## src/rtl/id_decode_stage.sv

```systemverilog
// Instruction decode stage: registers decoded fields of each accepted instruction and
// presents them to execute via a valid/ready handshake. A halt instruction (opcode 00000)
// moves the stage to HALTED, which blocks further input until flush or rst.
// Optional feature macro: ID_SKID_BUFFER_EN selects a two-entry (main + skid) buffer with a
// registered in_ready; when undefined, a single entry is used and in_ready depends on out_ready.
module id_decode_stage (
  input  logic        clk,
  input  logic        rst,
  input  logic [15:0] in_instr,
  input  logic [15:0] in_pc,
  input  logic        in_valid,
  output logic        in_ready,
  input  logic        flush,
  output logic [4:0]  out_opcode,
  output logic [1:0]  out_funct,
  output logic [10:0] out_imm,
  output logic [15:0] out_pc,
  output logic [2:0]  out_rs,
  output logic [2:0]  out_rt,
  output logic [2:0]  out_rd,
  output logic        out_halt,
  output logic        out_valid,
  input  logic        out_ready,
  output logic        halted
);

  typedef enum logic {StRun, StHalted} state_e;

  typedef struct packed {
    logic [4:0]  opcode;
    logic [1:0]  funct;
    logic [10:0] imm;
    logic [15:0] pc;
    logic [2:0]  rs;
    logic [2:0]  rt;
    logic [2:0]  rd;
    logic        halt;
  } entry_t;

  // Field extraction and destination-register selection for one instruction.
  function automatic entry_t decode(input logic [15:0] instr, input logic [15:0] pc);
    entry_t e;
    e.opcode = instr[15:11];
    e.funct  = instr[1:0];
    e.imm    = instr[10:0];
    e.pc     = pc;
    e.rs     = instr[10:8];
    e.rt     = instr[7:5];
    e.halt   = (instr[15:11] == 5'b00000);
    casez (instr[15:11])
      // 10010 writes its source register, so it is kept apart from the other 100xx ops
      5'b11000, 5'b10010:                      e.rd = instr[10:8];
      5'b11011, 5'b11010, 5'b111??:            e.rd = instr[4:2];
      5'b010??, 5'b101??, 5'b10000, 5'b10001,
      5'b10011:                                e.rd = instr[7:5];
      5'b0011?:                                e.rd = 3'b111;
      default:                                 e.rd = 3'b000;
    endcase
    return e;
  endfunction

  state_e state_q, state_d;
  entry_t main_q, main_d;
  logic   valid_q, valid_d;
  logic   accept, drain;

`ifdef ID_SKID_BUFFER_EN
  logic        skid_valid_q, skid_valid_d;
  logic [15:0] skid_instr_q, skid_instr_d;
  logic [15:0] skid_pc_q, skid_pc_d;
  logic        in_ready_q, in_ready_d;

  // Registered ready: no path from out_ready; rst forces it low in the reset cycle.
  assign in_ready = in_ready_q & ~rst;
`else
  // Single entry: room exists when empty or draining this cycle.
  assign in_ready = ~rst & (state_q == StRun) & (~valid_q | out_ready);
`endif

  assign accept = in_valid & in_ready & ~flush;
  assign drain  = valid_q & out_ready;

  // Next-state for the buffer entries and the RUN/HALTED state.
  always_comb begin
    state_d = state_q;
    main_d  = main_q;
    valid_d = valid_q;
`ifdef ID_SKID_BUFFER_EN
    skid_valid_d = skid_valid_q;
    skid_instr_d = skid_instr_q;
    skid_pc_d    = skid_pc_q;
`endif
    if (flush) begin
      state_d = StRun;
      valid_d = 1'b0;
`ifdef ID_SKID_BUFFER_EN
      skid_valid_d = 1'b0;
`endif
    end else begin
      if (accept && in_instr[15:11] == 5'b00000) begin
        state_d = StHalted;
      end
`ifdef ID_SKID_BUFFER_EN
      if (drain || !valid_q) begin
        if (skid_valid_q) begin
          // in_ready was low, so nothing new can arrive while the skid entry moves up
          main_d       = decode(skid_instr_q, skid_pc_q);
          valid_d      = 1'b1;
          skid_valid_d = 1'b0;
        end else if (accept) begin
          main_d  = decode(in_instr, in_pc);
          valid_d = 1'b1;
        end else begin
          valid_d = 1'b0;
        end
      end else if (accept) begin
        skid_valid_d = 1'b1;
        skid_instr_d = in_instr;
        skid_pc_d    = in_pc;
      end
`else
      if (accept) begin
        main_d  = decode(in_instr, in_pc);
        valid_d = 1'b1;
      end else if (drain) begin
        valid_d = 1'b0;
      end
`endif
    end
    // out_halt only ever appears together with out_valid
    if (!valid_d) begin
      main_d.halt = 1'b0;
    end
  end

`ifdef ID_SKID_BUFFER_EN
  // Ready for next cycle: skid slot free and not halted.
  always_comb begin
    in_ready_d = ~skid_valid_d & (state_d == StRun);
  end
`endif

  // State registers with synchronous reset.
  always_ff @(posedge clk) begin
    if (rst) begin
      state_q <= StRun;
      main_q  <= '0;
      valid_q <= 1'b0;
`ifdef ID_SKID_BUFFER_EN
      skid_valid_q <= 1'b0;
      skid_instr_q <= '0;
      skid_pc_q    <= '0;
      in_ready_q   <= 1'b1;
`endif
    end else begin
      state_q <= state_d;
      main_q  <= main_d;
      valid_q <= valid_d;
`ifdef ID_SKID_BUFFER_EN
      skid_valid_q <= skid_valid_d;
      skid_instr_q <= skid_instr_d;
      skid_pc_q    <= skid_pc_d;
      in_ready_q   <= in_ready_d;
`endif
    end
  end

  assign out_opcode = main_q.opcode;
  assign out_funct  = main_q.funct;
  assign out_imm    = main_q.imm;
  assign out_pc     = main_q.pc;
  assign out_rs     = main_q.rs;
  assign out_rt     = main_q.rt;
  assign out_rd     = main_q.rd;
  assign out_halt   = main_q.halt;
  assign out_valid  = valid_q;
  assign halted     = (state_q == StHalted);

endmodule

```

## config.mk

```make
export PLATFORM = sky130hd
export DESIGN_NAME = id_decode_stage
export DESIGN_NICKNAME = d
export VERILOG_FILES = /design/src/rtl/id_decode_stage.sv
export SDC_FILE = /design/constraint.sdc
export NUM_CORES = 1
export LEC_CHECK = 0
export BUFFER_PORTS_ARGS = -buffer_cell sky130_fd_sc_hd__buf_2
export CAP_MARGIN = 10
export CORE_ASPECT_RATIO = 0.9
export CORE_UTILIZATION = 49
export DETAILED_ROUTE_END_ITERATION = 8
export PLACE_DENSITY_LB_ADDON = 0.25
export SETUP_SLACK_MARGIN = 0.02
export SLEW_MARGIN = 20
export SYNTH_ARGS = -nofsm -noshare
export SYNTH_HDL_FRONTEND = slang
export SYNTH_SLANG_ARGS = --single-unit
```

## constraint.sdc

```tcl
create_clock -name clk -period 2.45 [get_ports clk]
set_clock_uncertainty 0.05 [all_clocks]
set_input_delay 0.49 -clock clk [delete_from_list [all_inputs] [get_ports clk]]
set_output_delay 0.49 -clock clk [all_outputs]
set_load 0.1 [all_outputs]
```

==> out/summary.txt, run 1 <==
Synthesized area per cell - 7.77 um2
Hold_buf cts - 0
DRT iter0 DRCs - 81
Prevailing post-synth register cell - dfxtp_1
Min cycle time layout - 1.99 ns
# setup viols final - 0
Grt total ovfl - 0
RSZ-0062 raised after global routing - no
Worst-case vdd ir drop - 0.000441 V
Critical-path top delay cell - buf_2
Final Hold Viols - 0
TritonCTS clock tree - built
Slew @ Worst Pin - 0.499 ns
Crit path top cell by count - buf_2
Switch Pwr - 472 uW
CTS H-tree lvls - 2
Power Internal - 935 uW
Final Total Pwr - 1410 uW
Count of flip-flops with a built-in enable after synthesis - 0
GR peak layer - met2
Pwr per Cell Area - 646 nW/um2
Status - completed
Netlist cell types - 33
Drt via density - 4.93
Final #Nets - 328
Final antenna-violating net count - 0
Max-cap violations - 0
Root Driver - clkbuf_8
Yosys Warn Count - 0
Worst EP required - 1.91 ns
Fillers - 322
Reg power frac - 0.459
Setup TNS - 0 ns
Final antenna diode count - 0
IO buf count - 83
Met2 usage - 0.356
Clock share of power - 0.304
Most frequent cells after synthesis - nand2_1, a21oi_1, dfxtp_1, buf_4, clkbuf_1
Critical path peak fanout - 7
Vias in the first global route - 1436
Residual DRC - 0
Post-Syn Area - 1720 um2
Area leader, netlist - dfxtp_1
DP HPWL - 2690 um
Cts repair resizes - 0
Max incr delay on CP - 0.44 ns
Largest net degree at the start of global routing - 32
Synth top area share - 0.441
FP Rows - 20
Core box area - 3380 um2
Vias post-DR - 1656
Ys async rst share - 0
Final Cycle Share - 0.812
Post-CTS Setup Bufs - 0
Syn_nets - 259
Core Util, Final - 0.645
Global Route met1 Usage - 0.282
Die X - 64.5 um
I/O pins - 84
Combinational Power Share - 0.237
Initial core utilization - 0.510
Clk buf depth - 2
Initial antenna violation count - 0
Hold/Removal Path Class - primary input to register
Slew Viols, Final - 0
CP Class - primary input to output port
Initial DRT Pass Iterations - 4
GRT Total Usage - 0.215
WHS - 0.391 ns
Die height - 58.3 um
Sink Count - 38
Net Sw Frac - 0.335
Num CTS Buffers - 5
Worst-path cell chain - buf_2, nand2b_1, nor3b_4, buf_2
Most common cell in the synthesized netlist - nand2_1
Yosys reg bits - 38
Final wirelength - 3760 um
Synthesis-to-finish area growth - 26.4%
Register area share after synthesis - 0.441
Worst rel slew slack - 0.670
Setup WS pre-CTS - 0.471 ns
LEAKAGE - 0.000993 uW
RePlAce Congestion - 0.879
Post-DR wirelength/cell - 11.2 um
Share of cells above drive strength 1 - 0.346
DIE AREA - 3760 um2
Met3 Use GR - 0.0492
Syn Inst Count - 222
Worst Path Arrival - 1.45 ns
Final worst slack - 0.461 ns
Top post-synthesis cells by area - dfxtp_1, nand2_1, a21oi_1
Clock Latency Late Sink - 0.28 ns
Fmax - 503 MHz
First-pass GRT wire length - 6330 um
Setup crit end kind - output port
Reg clk slew, reported paths - 0.07 ns
Element type at the critical path start - primary input
[cell usage in the layout (no fill, tap or decap), drive strengths merged, types with 2 or more instances in the layout]
master and count:
nor2 3, a211oi 2, nor3b 3, o21ai 2, nand2b 4, nand4 4, buf 87, a21oi 40
o32ai 3, nor3 3, nand2 80, dfxtp 38, clkbuf 7
[worst paths after layout]
check	start	endpoint	slack, ns	cells after the start
max reg2reg	halted	out_opcode[0]	0.80	5
max	out_ready	in_ready	0.46	4
min reg2reg	out_pc[2]	out_pc[2]	0.40	2
min	in_pc[12]	out_pc[12]	0.39	3
[metrics by stage]
stage / instance area [um2] / std cells
2_1_floorplan: 1740 / 222
3_3_place_gp: 2090 / 328
3_5_place_dp: 2090 / 328
4_1_cts: 2180 / 336
5_1_grt: 2180 / 336
6_report: 2180 / 336
[registers in the layout, indices dropped and copies added, names as in the netlist]
| name | cells |
|---|---|
| out_valid | 1 |
| out_halt | 1 |
| out_pc | 16 |
| halted | 1 |
| out_rd | 3 |
| out_opcode | 5 |
| out_funct | 1 |
| out_imm | 10 |
[layout make-up]
class / count / area [um2] / share of cell area
well taps: 44 / 55.1 / 0.0253
repair buffers: 87 / 458 / 0.210
clock inverters: 1 / 5.00 / 0.00230
flip-flops and latches: 38 / 761 / 0.349
multi-input cells: 158 / 811 / 0.372
inverters: 1 / 3.75 / 0.00172
clock buffers: 7 / 86.3 / 0.0396
[metal layers]
metal	vias to the layer above	part of all wire
li1	874	-
met1	730	0.49
met2	50	0.45
met3	2	0.056
met4	0	0.0037
met5	-	0
[worst max-delay path, delay by kind of cell]
family / cells / cell delay (ns)
AND/OR/NAND/NOR: 2 / 0.44
buffers and inverters: 2 / 0.51
[cells by family after synthesis]
logic type | Yosys count | synth area share
and+or+nand+nor | 104 | 0.279
AOI/OAI and AO/OA | 53 | 0.180
DFF | 38 | 0.441
buffers and inverters | 26 | 0.0951
xor gates and xnor gates | 1 | 0.00508
[power groups by stage]
stage | sequential [uW] | clock (uW) | combinational, uW
after floorplan | 800 | 0 | 131
after global placement | 660 | 0 | 332
after detailed placement | 660 | 0 | 333
after CTS | 646 | 442 | 334
after global routing | 649 | 467 | 353
final | 646 | 428 | 333
No activity file was read; power rests on OpenSTA's default activity.
==> run 2, diff against run 1 <==
CORE_UTILIZATION = 45   (was 49)
clock period = 2 ns   (was 2.45 ns; I/O delays follow)
==> out/summary.txt, run 2 (synthesis results as in run 1) <==
DRT iter0 DRCs - 111 (was 81)
Vias in the first global route - 1333 (was 1436)
Synthesis-to-finish area growth - 26.9% (was 26.4%)
Min cycle time layout - 1.58 ns
Fillers - 334 (was 322)
Sink Count - 38 (unchanged)
Global Route met1 Usage - 0.285 (was 0.282)
Hold_buf cts - 0 (unchanged)
Slew Viols, Final - 0 (unchanged)
Element type at the critical path start - register (was primary input)
RePlAce Congestion - 0.872 (was 0.879)
Status - completed (unchanged)
Root Driver - clkbuf_8 (unchanged)
DP HPWL - 2820 um (was 2690 um)
Num CTS Buffers - 5 (unchanged)
LEAKAGE - 0.000999 uW (was 0.000993 uW)
Most frequent cells in the layout - buf_2, nand2_1, a21oi_1 (unchanged)
TritonCTS clock tree - built (unchanged)
Post-CTS Setup Bufs - 0 (unchanged)
Crit path max-delay family - flip-flops (was buffers and inverters)
Final antenna-violating net count - 0 (unchanged)
First-pass GRT wire length - 6220 um (was 6330 um)
RSZ-0062 raised after global routing - no (unchanged)
# setup viols final - 0 (unchanged)
Drt via density - 5.08 (was 4.93)
Setup WS pre-CTS - 0.256 ns (was 0.471 ns)
Share of cells above drive strength 1 - 0.360 (was 0.346)
Critical path depth - 3 (was 4)
Bufs and invs on worst path - 1 (was 2)
Initial DRT Pass Iterations - 4 (unchanged)
Largest net degree at the start of global routing - 38 (was 32)
Hold/Removal Path Class - primary input to register (unchanged)
WHS Path Cells - 2 (was 3)
CP Class - register to output port (was primary input to output port)
DIE AREA - 4080 um2 (was 3760 um2)
Slew @ Worst Pin - 0.493 ns (was 0.499 ns)
Flop-to-flop setup slack - 0.43 ns (was 0.80 ns)
Worst Path Arrival - 1.13 ns (was 1.45 ns)
Residual DRC - 0 (unchanged)
Max incr delay on CP - 0.33 ns (was 0.44 ns)
Critical-path top delay cell - dfxtp_2 (was buf_2)
Cts repair resizes - 0 (unchanged)
Die X - 67.2 um (was 64.5 um)
Worst rel slew slack - 0.673 (was 0.670)
Final Hold Viols - 0 (unchanged)
Most common cell after layout, fill and taps aside - buf_2 (unchanged)
Post-DR wirelength/cell - 11.7 um (was 11.2 um)
Vias post-DR - 1707 (was 1656)
Worst-path cell chain - nand2b_4, nor3b_4, buf_12 (was buf_2, nand2b_1, nor3b_4, buf_2)
Final Cycle Share - 0.792
R2r worst-path depth - 5 (unchanged)
Final wirelength - 3950 um (was 3760 um)
Initial antenna violation count - 0 (unchanged)
Met3 Use GR - 0.0583 (was 0.0492)
Max FFs per register - 16 (unchanged)
I/O pins - 84 (unchanged)
Final antenna diode count - 0 (unchanged)
Setup crit end kind - output port (unchanged)
GR peak layer - met2 (unchanged)
Reg clk slew, reported paths - 0.07 ns (about the same)
Die height - 60.7 um (was 58.3 um)
Final worst slack - 0.415 ns (was 0.461 ns)
Fmax - 631 MHz
Worst EP required - 1.55 ns (was 1.91 ns)
Clock Latency Late Sink - 0.28 ns (about the same)
CTS H-tree lvls - 2 (unchanged)
Pwr per Cell Area - 773 nW/um2 (was 646 nW/um2)
Met2 usage - 0.301 (was 0.356)
Grt total ovfl - 0 (unchanged)
Clk buf depth - 2 (unchanged)
Final #Nets - 329 (was 328)
Setup TNS - 0 ns (unchanged)
Worst-case vdd ir drop - 0.000408 V (was 0.000441 V)
Max-cap violations - 0 (unchanged)
IO buf count - 83 (unchanged)
Core box area - 3530 um2 (was 3380 um2)
Critical path peak fanout - 7 (unchanged)
FP Rows - 20 (unchanged)
GRT Total Usage - 0.206 (was 0.215)
Initial core utilization - 0.489 (was 0.510)
-- run 2: changes by cell type in the layout (fill, tap and decap cells not counted) --
| cell | delta |
|---|---|
| dfxtp_1 | -2 |
| clkbuf_8 | -1 |
| clkinv_2 | +1 |
| buf_2 | -1 |
| dfxtp_2 | +2 |
| buf_4 | +2 |
| nand2b_1 | -1 |
| nand2b_4 | +1 |
| clkbuf_1 | -1 |
-- run 2: worst reg2reg max path, stage by stage, from the launching register on --
cell and delay [ns]:
dfxtp_2 0.36, nor4b_4 0.38, and2_1 0.22, buf_4 0.26
nand2_1 0.09, a21oi_1 0.15
-- run 2: per-stage QoR --
step | instance area, um2 | cells | total power, uW | utilization | hold slack (ns)
global placement | 2110 | 329 | 1220 | 0.598 | 0.389
global route | 2190 | 336 | 1780 | 0.620 | 0.289
finish | 2190 | 336 | 1690 | 0.620 | 0.291
CTS | 2190 | 336 | 1710 | 0.620 | 0.284
detailed placement | 2110 | 329 | 1220 | 0.598 | 0.393
floorplan | 1750 | 222 | 1140 | - | 0.416
-- run 2: area by class of cell --
cell class,instances,area (um2),share of cell area
multi-input combinational,158,818,0.374
sequential,38,763,0.349
timing repair buffer,88,468,0.214
clock buffer,5,68.8,0.0315
tap,44,55.1,0.0252
clock inverter,2,10.0,0.00458
inverter,1,3.75,0.00172
-- run 2: path summary, 6_finish.rpt --
kind | start | to
setup / recovery | out_valid | in_ready
hold / removal | flush | halted
setup reg to reg | halted | out_pc[4]
hold reg to reg | out_pc[7] | out_pc[7]
-- run 2: where the power goes --
part           internal, uW  total, uW  switching (uW)  leakage (uW)
logic                  92.0        414             322      0.000646
registers               780        792            11.9      0.000309
clock network           234        484             251     0.0000438
total                  1110       1690             585      0.000999
-- run 2: routing by layer --
layer / wire length, um / up-vias
li1: - / 875
met1: 1820 / 754
met2: 1750 / 73
met3: 325 / 5
met4: 45 / 0
met5: 0 / -
==> run 3, diff against run 2 <==
clock period = 1.6 ns   (was 2 ns; I/O delays follow)
==> out/summary.txt, run 3 (synthesis results as in run 1) <==
R2r startpoint - halted (unchanged)
Most frequent cells in the layout - buf_2, nand2_1, a21oi_1 (unchanged)
CP Class - register to output port (unchanged)
Combinational Power Share - 0.223 (was 0.245)
Core Util, Final - 0.663 (was 0.620)
Final Hold Viols - 0 (unchanged)
Reg power frac - 0.406 (was 0.469)
Max-cap violations - 0 (unchanged)
Final Total Pwr - 2440 uW (was 1690 uW)
Clk buf depth - 2 (unchanged)
Design Area, Final - 2340 um2 (was 2190 um2)
Residual DRC - 0 (unchanged)
Final #Nets - 337 (was 329)
Slew @ Worst Pin - 0.500 ns (was 0.493 ns)
Placed Cells incl. Taps - 336 (was 329)
Worst Path Arrival - 1.13 ns (about the same)
Sink Count - 38 (unchanged)
Met2 usage - 0.320 (was 0.301)
Die X - 67.2 um (unchanged)
Clock share of power - 0.372 (was 0.286)
FP Rows - 20 (unchanged)
Final antenna diode count - 0 (unchanged)
Final Cycle Share - 0.936
Final antenna-violating net count - 0 (unchanged)
RSZ-0062 raised after global routing - no (unchanged)
Slew Viols, Final - 0 (unchanged)
Max FFs per register - 16 (unchanged)
Clock Latency Late Sink - 0.29 ns (was 0.28 ns)
Drt via density - 5.11 (was 5.08)
Switch Pwr - 767 uW (was 585 uW)
Initial core utilization - 0.489 (unchanged)
DIE AREA - 4080 um2 (unchanged)
Hold/Removal Path Class - primary input to register (unchanged)
First-pass GRT wire length - 6220 um (unchanged)
Cts repair resizes - 0 (unchanged)
# setup viols final - 0 (unchanged)
Num CTS Buffers - 5 (unchanged)
Hold path startpoint - flush (unchanged)
Final worst slack - 0.103 ns (was 0.415 ns)
Min cycle time layout - 1.50 ns
DRT iter0 DRCs - 103 (was 111)
TritonCTS clock tree - built (unchanged)
Initial DRT Pass Iterations - 5 (was 4)
Initial antenna violation count - 0 (unchanged)
Root Driver - clkbuf_8 (unchanged)
Grt total ovfl - 0 (unchanged)
Setup WS pre-CTS - 0.0711 ns (was 0.256 ns)
Share of cells above drive strength 1 - 0.405 (was 0.360)
Critical path peak fanout - 3 (was 7)
GR peak layer - met2 (unchanged)
Die height - 60.7 um (unchanged)
Vias post-DR - 1762 (was 1707)
Net Sw Frac - 0.315 (was 0.346)
LEAKAGE - 0.00107 uW (was 0.000999 uW)
Dpl cell area - 2200 um2 (was 2110 um2)
Setup crit end kind - output port (unchanged)
Pwr per Cell Area - 1040 nW/um2 (was 773 nW/um2)
Element type at the critical path start - register (unchanged)
Worst rel slew slack - 0.669 (was 0.673)
Fin cells - 345 (was 336)
IO buf count - 83 (unchanged)
Met3 Use GR - 0.0639 (was 0.0583)
Reg clk slew, reported paths - 0.07 ns (about the same)
GRT Total Usage - 0.205 (was 0.206)
Vias in the first global route - 1416 (was 1333)
Core box area - 3530 um2 (unchanged)
Most common cell after layout, fill and taps aside - buf_2 (unchanged)
Post-DR wirelength/cell - 11.9 um (was 11.7 um)
Final wirelength - 4110 um (was 3950 um)
Power Internal - 1670 uW (was 1110 uW)
Crit path from - out_valid (unchanged)
Worst-case vdd ir drop - 0.000719 V (was 0.000408 V)
DP HPWL - 2950 um (was 2820 um)
RePlAce Congestion - 0.863 (was 0.872)
CTS H-tree lvls - 2 (unchanged)
Synthesis-to-finish area growth - 35.8% (was 26.9%)
Status - completed (unchanged)
Global Route met1 Usage - 0.272 (was 0.285)
Fmax - 668 MHz
Largest net degree at the start of global routing - 29 (was 38)
Worst EP required - 1.23 ns (was 1.55 ns)
I/O pins - 84 (unchanged)
## run 3: repair_timing
| action | CTS | global route |
|---|---|---|
| setup endpoints to repair | 0 | 1 |
| hold buffers | 0 | 0 |
| buffers inserted | 0 | 1 |
## run 3: area by class of cell
cell class | count | area (um2)
fillers | 308 | 1190
repair buffers | 96 | 553
clock buffers | 6 | 93.8
clock inverters | 2 | 38.8
multi-input cells | 158 | 818
well taps | 44 | 55.1
flip-flops and latches | 38 | 778
inverters | 1 | 3.75
## run 3: per-stage QoR
stage          hold slack [ns]  TNS, ns
2_1_floorplan            0.334   -0.186
3_3_place_gp             0.390        0
3_5_place_dp             0.394        0
4_1_cts                  0.191        0
5_1_grt                  0.192        0
6_report                 0.200        0
## run 3: final timing paths
check	cells after the start	endpoint	slack, ns
hold / removal	2	halted	0.20
hold reg to reg	2	out_pc[2]	0.40
setup reg to reg	5	out_rd[2]	0.17
setup / recovery	3	in_ready	0.10
## run 3: critical path, stage by stage, from the launching register on
cell and delay (ns):
dfxtp_4 0.35, nand2b_4 0.07, nor3b_4 0.21, buf_12 0.20
## run 3: power by group through the flow
stage	Combinational, uW	Sequential, uW	Clock [uW]
after floorplan	203	1220	0
after global placement	539	1010	0
after detailed placement	541	1010	0
after CTS	542	988	933
after global routing	571	992	977
final	542	988	905
## run 3: layer usage
metal	vias up	wire length, um
met5	-	0
met3	5	353
li1	891	-
met4	0	31
met2	82	1870
met1	784	1850
